## config.mk

```make
export PLATFORM = sky130hd
export DESIGN_NAME = store_buffer
export DESIGN_NICKNAME = d
export VERILOG_FILES = /design/src/rtl/store_buffer.sv
export SDC_FILE = /design/constraint.sdc
export NUM_CORES = 1
export LEC_CHECK = 0
export CAP_MARGIN = 20
export CORE_ASPECT_RATIO = 1.4
export CORE_MARGIN = 3
export CORE_UTILIZATION = 45
export DETAILED_ROUTE_END_ITERATION = 10
export HOLD_SLACK_MARGIN = 0.06
export PLACE_DENSITY = 0.68
export SETUP_SLACK_MARGIN = 0.3
export SYNTH_ARGS = -nofsm -noshare
export SYNTH_HDL_FRONTEND = slang
export SYNTH_SLANG_ARGS = --single-unit
```

## constraint.sdc

```tcl
create_clock -name clk -period 23.9 [get_ports clk]
set_clock_uncertainty 0.1 [all_clocks]
set_input_delay 4.78 -clock clk [delete_from_list [all_inputs] [get_ports clk]]
set_output_delay 4.78 -clock clk [all_outputs]
set_load 0.02 [all_outputs]
```

## src/rtl/store_buffer.sv

```systemverilog
// Write-back store queue owning the single data-memory port: loads bypass
// immediately, buffered stores drain in FIFO order whenever no load needs the port.
module store_buffer #(
   parameter int unsigned DEPTH      = 4,
   parameter int unsigned ADDR_WIDTH = 32,
   parameter int unsigned DATA_WIDTH = 32
) (
   input  logic                        clk,
   input  logic                        reset,
   input  logic                        st_valid,
   input  logic [ADDR_WIDTH-1:0]       st_addr,
   input  logic [DATA_WIDTH-1:0]       st_data,
   input  logic [2:0]                  st_funct3,
   output logic                        st_ready,
   input  logic                        ld_valid,
   input  logic [ADDR_WIDTH-1:0]       ld_addr,
   input  logic [2:0]                  ld_funct3,
   output logic                        ld_hazard,
   output logic                        mem_wr_en,
   output logic [ADDR_WIDTH-1:0]       mem_addr,
   output logic [DATA_WIDTH-1:0]       mem_wr_data,
   output logic [2:0]                  mem_funct3,
   output logic                        empty,
   output logic [$clog2(DEPTH):0]      count
);

   localparam int unsigned PTR_W = $clog2(DEPTH);
   localparam int unsigned CNT_W = PTR_W + 1;

   logic [ADDR_WIDTH-1:0] ent_addr   [DEPTH];
   logic [DATA_WIDTH-1:0] ent_data   [DEPTH];
   logic [2:0]            ent_funct3 [DEPTH];
   logic [DEPTH-1:0]      ent_valid;

   logic [PTR_W-1:0]      wr_ptr;
   logic [PTR_W-1:0]      rd_ptr;
   logic                  enq;
   logic                  deq;
   logic                  addr_hit;
   logic                  load_sel;

   assign empty    = (count == '0);
   assign st_ready = (count < CNT_W'(DEPTH));
   assign enq      = st_valid && st_ready;
   assign deq      = mem_wr_en;

   // Word-granular match against buffered entries only; a store being
   // enqueued this cycle is deliberately not considered.
   always_comb begin
      addr_hit = 1'b0;
      for (int unsigned i = 0; i < DEPTH; i++) begin
         if (ent_valid[i] &&
             ent_addr[i][ADDR_WIDTH-1:2] == ld_addr[ADDR_WIDTH-1:2]) begin
            addr_hit = 1'b1;
         end
      end
      ld_hazard = ld_valid && addr_hit;
   end

   assign load_sel = ld_valid && !ld_hazard;

   always_comb begin
      mem_wr_en   = 1'b0;
      mem_addr    = ld_addr;
      mem_funct3  = ld_funct3;
      mem_wr_data = '0;
      if (!empty) begin
         mem_wr_data = ent_data[rd_ptr];
      end
      if (!load_sel && !empty) begin
         mem_wr_en  = 1'b1;
         mem_addr   = ent_addr[rd_ptr];
         mem_funct3 = ent_funct3[rd_ptr];
      end
   end

   always_ff @(posedge clk or posedge reset) begin
      if (reset) begin
         wr_ptr    <= '0;
         rd_ptr    <= '0;
         count     <= '0;
         ent_valid <= '0;
         for (int unsigned i = 0; i < DEPTH; i++) begin
            ent_addr[i]   <= '0;
            ent_data[i]   <= '0;
            ent_funct3[i] <= '0;
         end
      end else begin
         // enq and deq never target the same slot: enq needs a free slot,
         // deq needs an occupied one, and wr_ptr == rd_ptr only when empty or full.
         if (deq) begin
            ent_valid[rd_ptr] <= 1'b0;
            rd_ptr            <= rd_ptr + PTR_W'(1);
         end
         if (enq) begin
            ent_addr[wr_ptr]   <= st_addr;
            ent_data[wr_ptr]   <= st_data;
            ent_funct3[wr_ptr] <= st_funct3;
            ent_valid[wr_ptr]  <= 1'b1;
            wr_ptr             <= wr_ptr + PTR_W'(1);
         end
         if (enq && !deq) begin
            count <= count + CNT_W'(1);
         end else if (deq && !enq) begin
            count <= count - CNT_W'(1);
         end
      end
   end

endmodule

```

# Word-level counts from Yosys, hierarchy flattened

Cells that the tools add are included.

Add/sub/neg operators: 4
$lt $le $gt $ge: 8
Equality and inequality tests: 4
Mux-type cells: 32
Bitwise gates (word level): 5
Reductions and logical operators: 20

Operator list:

| operator                                                           | number |
|---|---|
| bitwise mux 128 bit                                                | 2 |
| two-way mux 32 bit                                                 | 7 |
| binary-select mux 32 bit (select 2 bit)                            | 2 |
| equality test 30 bit                                               | 4 |
| demux 32 bit (select 2 bit)                                        | 1 |
| two-way mux 3 bit                                                  | 6 |
| logical AND 1 bit                                                  | 13 |
| bitwise mux 12 bit                                                 | 1 |
| two-way mux 4 bit                                                  | 2 |
| two-way mux 1 bit                                                  | 7 |
| binary-select mux 3 bit (select 2 bit)                             | 1 |
| demux 3 bit (select 2 bit)                                         | 1 |
| greater-or-equal comparator 3 bit (second input constant)          | 2 |
| less-than comparator 2 x 3 -> 1 bit (second input constant)        | 2 |
| inverter 2 -> 3 bit                                                | 2 |
| logical NOT 1 bit                                                  | 5 |
| adder 2 x 1 -> 2 bit (second input constant)                       | 2 |
| AND 4 bit                                                          | 1 |
| demux 1 bit (select 2 bit)                                         | 2 |
| greater-or-equal comparator 2 x 1 -> 1 bit (second input constant) | 2 |
| inverter 4 bit                                                     | 1 |
| OR 4 bit                                                           | 1 |
| adder 3 x 1 -> 3 bit (second input constant)                       | 1 |
| logical NOT 3 bit                                                  | 1 |
| other kinds (4)                                                    | 4 |

Register bits after elaboration: 279
Bits of input ports: 106
Output and inout bits: 74
Logic and storage cells: 89

# Longest topological paths before layout

Depth in word-level cells: 15
Depth in mapped cells: 15
Depth with buffers taken out: 12

# Worst setup path before layout

No wires, ideal clock.

Path type: input port to output port
Start point: input ld_addr[23]
End point: output mem_addr[0]
Arrival time: 6.499 ns
Required time: 19.020 ns
Path slack: 12.521 ns
Stages: 9
Buffers on the path: 3
Cell sequence: buf_2 > xnor2_1 > nand4_1 > nor4_1 > a22oi_1 > a31oi_2 > buf_6 > buf_8 > mux2_4

Word-level cells in the longest chain between the ends: 12
Elaborated cells on any way between the ends: 18
Those cells by class: eq/ne (4); mux (5); reduce/logical (9)

RTL lines:

| what                            | RTL line | RTL |
|---|---|---|
| start: declaration              | 16       | `input logic [ADDR_WIDTH-1:0] ld_addr,` |
| equality test 30 bit            | 53       | `ent_addr[i][ADDR_WIDTH-1:2] == ld_addr[ADDR_WIDTH-1:2]) begin` |
| logical AND 1 bit               | 52       | `if (ent_valid[i] &&` |
| two-way mux 1 bit (3 in series) | 52       |  |
| two-way mux 1 bit *             | 52       |  |
| logical AND 1 bit *             | 57       | `ld_hazard = ld_valid && addr_hit;` |
| logical NOT 1 bit *             | 60       | `assign load_sel = ld_valid && !ld_hazard;` |
| logical AND 1 bit *             | 60       |  |
| logical NOT 1 bit *             | 70       | `if (!load_sel && !empty) begin` |
| logical AND 1 bit *             | 70       |  |
| two-way mux 32 bit *            | 70       |  |
| end: declaration                | 20       | `output logic [ADDR_WIDTH-1:0] mem_addr,` |

Mark *: on every way between the ends. The rest lies on a longest branch, timed or not.

# Worst setup path after layout

Start point: input ld_addr[5]
End point: output mem_funct3[2]

Word-level cells in the longest chain between the ends: 12
Elaborated cells on any way between the ends: 18
Those cells by class: eq/ne (4); mux (5); reduce/logical (9)

RTL lines:

| what                            | RTL line | RTL |
|---|---|---|
| equality test 30 bit            | 53       |  |
| logical AND 1 bit               | 52       |  |
| two-way mux 1 bit (3 in series) | 52       |  |
| two-way mux 1 bit *             | 52       |  |
| logical AND 1 bit *             | 57       |  |
| logical NOT 1 bit *             | 60       |  |
| logical AND 1 bit *             | 60       |  |
| logical NOT 1 bit *             | 70       |  |
| logical AND 1 bit *             | 70       |  |
| two-way mux 3 bit *             | 70       |  |
| end: declaration                | 22       | `output logic [2:0] mem_funct3,` |

Marks and branches as above.

==> run summary <==
Worst Setup EP - mem_funct3[2]
Number of setup violations in the final report - 0
Setup Fix Bufs, Post-CTS - 0
Reg-to-reg slack, setup - 20.47 ns
Syn nets - 1,088
Startpoint types - input pin
Largest net degree at the start of global routing - 129
# fillers - 2,516
Synth warn - 0
Number of synthesized flops with an enable pin - 0
Power, Total - 2550 µW
Die height - 216 µm
Max-slew headroom - 0.246
Critical path arrival - 8.59 ns
CORE AREA - 30,900 µm²
Max_cap viols - 0
Clock latency on the worst-skew pair - 0.54 ns
DRT antenna net count - 0
Synth cell types - 29
F_max - 74.2 MHz
TNS Setup - 0 ns
PortBufs - 179
RSZ-0062 raised after global routing - false
DRT Pass-1 Iters - 4
Tcrit/Tclk final - 0.564
Syn-to-layout area delta - 20.6%
Worst Setup SP - ld_addr[5]
Peak supply drop - 88.5 µV
Initial Util - 0.459
Setup crit end kind - primary output
Io pins - 180
WL final - 36,100 µm
Root Buffer - clkbuf_16
Worst hold path class - flip-flop to flip-flop
Most used DFF post-synth - dfrtp_1
Cts hold-fix bufs - 0
Outcome - finished clean
Synth Register Bits - 279
Fin crit period - 13.47 ns
Final #Nets - 1,227
TritonCTS clock tree - yes
Clock sink total - 279
Area fraction of the dominant cell type after synthesis - 0.492
First-pass GRT wire length - 56,000 µm
Worst endpoint required time - 19.02 ns
Vias in the first global route - 9,395
Final GP Congestion - 0.837
Async set-reset flop share out of synthesis - 1.00
Total gr overflow - 0
Worst reg2reg startpoint - ent_addr[101]$_DFFE_PP0P_
Lkg Pwr - 0.00690 µW
Drt first-iter violations - 362
TritonCTS Buffers - 29
DIE AREA - 33,700 µm²
Cts repair resizes - 0
Most common cell after layout, fill and taps aside - mux2_2
Total GRT Usage - 0.215
Final Max Slew Viols - 0
Worst reg2reg path endpoint - count[1]$_DFFE_PP0P_
Vias per std cell - 5.63
Wire per inst - 23.8 µm
Die Wd - 156 µm
Critical path peak fanout - 29
Post-Syn Instances - 972
Final hold vios - 0
Slew @ Worst Pin - 1.13 ns
Synth area leaders - dfrtp_1 49%, mux2_2 24%, mux4_2 11%
DP HPWL - 23,900 µm
Setup CP Type - input pin to primary output
DRC Markers - 0
Clock Pin Slew Worst Setup and Hold Paths - 0.06 ns
Commonest cells after routing, fill and taps aside - 298 x mux2_2, 277 x dfrtp_1, 179 x clkdlybuf4s50_1
Syn_area_per_cell - 14.6 µm²
Max Root-Sink Buffers - 3
H-tree levels - 1
Row count - 76
Sequential area share after synthesis - 0.492
PD cells - 149 nW/µm²
Share of cells above drive strength 1 - 0.384
Dominant cell type by area after synthesis - dfrtp_1
Worst r2r path cells - 10
Post-Syn Area - 14,200 µm²
Initial antenna violation count - 1
DR vias - 8,556
Yosys cell counts, types with 8 or more instances:
cell type,count
dfrtp_1,279
nand4_1,28
inv_1,9
xnor2_1,124
and2_1,32
mux2_2,298
ha_1,9
nor4_1,8
buf_1,29
buf_2,35
clkbuf_1,13
mux4_2,67
kinds of logic (layout without fill, tap and decap cells):
| group | after synthesis | in the layout | share of synthesized area |
|---|---|---|---|
| AO/OA/AOI/OAI | 13 | 13 | 0.00670 |
| XOR/XNOR | 125 | 125 | 0.0772 |
| adder cells (fa/ha/maj) | 10 | 10 | 0.00935 |
| buffers and inverters | 92 | 249 | 0.0301 |
| flip-flops | 279 | 279 | 0.492 |
| multiplexers | 372 | 372 | 0.350 |
| other | 0 | 1 | 0 |
| AND/OR/NAND/NOR | 81 | 81 | 0.0342 |
through the flow:
stage	setup WS [ns]	util	hold slack, ns	area [µm²]	cells
after global routing	10.31	0.554	0.407	17100	1519
after detailed placement	10.46	0.524	0.387	16200	1469
after global placement	10.48	0.524	0.382	16200	1469
after floorplan	11.33	-	0.374	14200	972
final	10.43	0.554	0.398	17100	1520
after CTS	10.43	0.553	0.401	17100	1518
sequential cells by signal, indices dropped and copies added, names as in the netlist:
| signal | flops |
|---|---|
| ent_addr | 128 |
| ent_valid | 4 |
| count | 3 |
| ent_funct3 | 12 |
| wr_ptr | 2 |
| ent_data | 128 |
| rd_ptr | 2 |
power by group:
| part | internal [µW] | leakage [µW] | switching, µW | total [µW] |
|---|---|---|---|---|
| registers | 714 | 0.00335 | 190 | 904 |
| clock network | 241 | 0.000433 | 183 | 424 |
| logic | 706 | 0.00312 | 513 | 1220 |
| total | 1660 | 0.00690 | 886 | 2550 |
how the worst min path moves through the flow:
| stage | start | to | depth (start not counted) |
|---|---|---|---|
| CTS | ent_data[44]$_DFFE_PP0P_ | ent_data[44]$_DFFE_PP0P_ | 1 |
| floorplan | ent_data[63]$_DFFE_PP0P_ | ent_data[63]$_DFFE_PP0P_ | 1 |
| detailed placement | ent_data[44]$_DFFE_PP0P_ | ent_data[44]$_DFFE_PP0P_ | 1 |
| global placement | ent_funct3[3]$_DFFE_PP0P_ | ent_funct3[3]$_DFFE_PP0P_ | 1 |
| global route | ent_data[37]$_DFFE_PP0P_ | ent_data[37]$_DFFE_PP0P_ | 1 |
| finish | ent_data[56]$_DFFE_PP0P_ | ent_data[56]$_DFFE_PP0P_ | 1 |
routing by layer:
layer / up-vias / track usage / share of wire
li1: 3791 / - / -
met1: 4495 / 0.268 / 0.39
met2: 218 / 0.382 / 0.52
met3: 52 / 0.0364 / 0.051
met4: 0 / 0.0648 / 0.030
met5: - / 0 / 0
layout make-up:
cell class	instances	area, µm²	share of cell area
multi-input cells	601	6820	0.398
clock buffers	39	793	0.0464
repair buffers	191	1900	0.111
diodes	1	2.50	0.000146
well taps	390	488	0.0285
clock inverters	10	77.6	0.00453
inverters	9	41.3	0.00241
flip-flops and latches	279	6990	0.408
worst max-delay path, cell delays in order:
cell and delay, ns:
clkdlybuf4s50_1 0.58, xnor2_1 0.41, nand3_1 0.17, nor4_1 0.42, a22oi_1 0.24, a31oi_4 0.53
buf_4 0.48, mux2_2 0.40, clkdlybuf4s50_1 0.54
(Power assumes the default switching activity.)
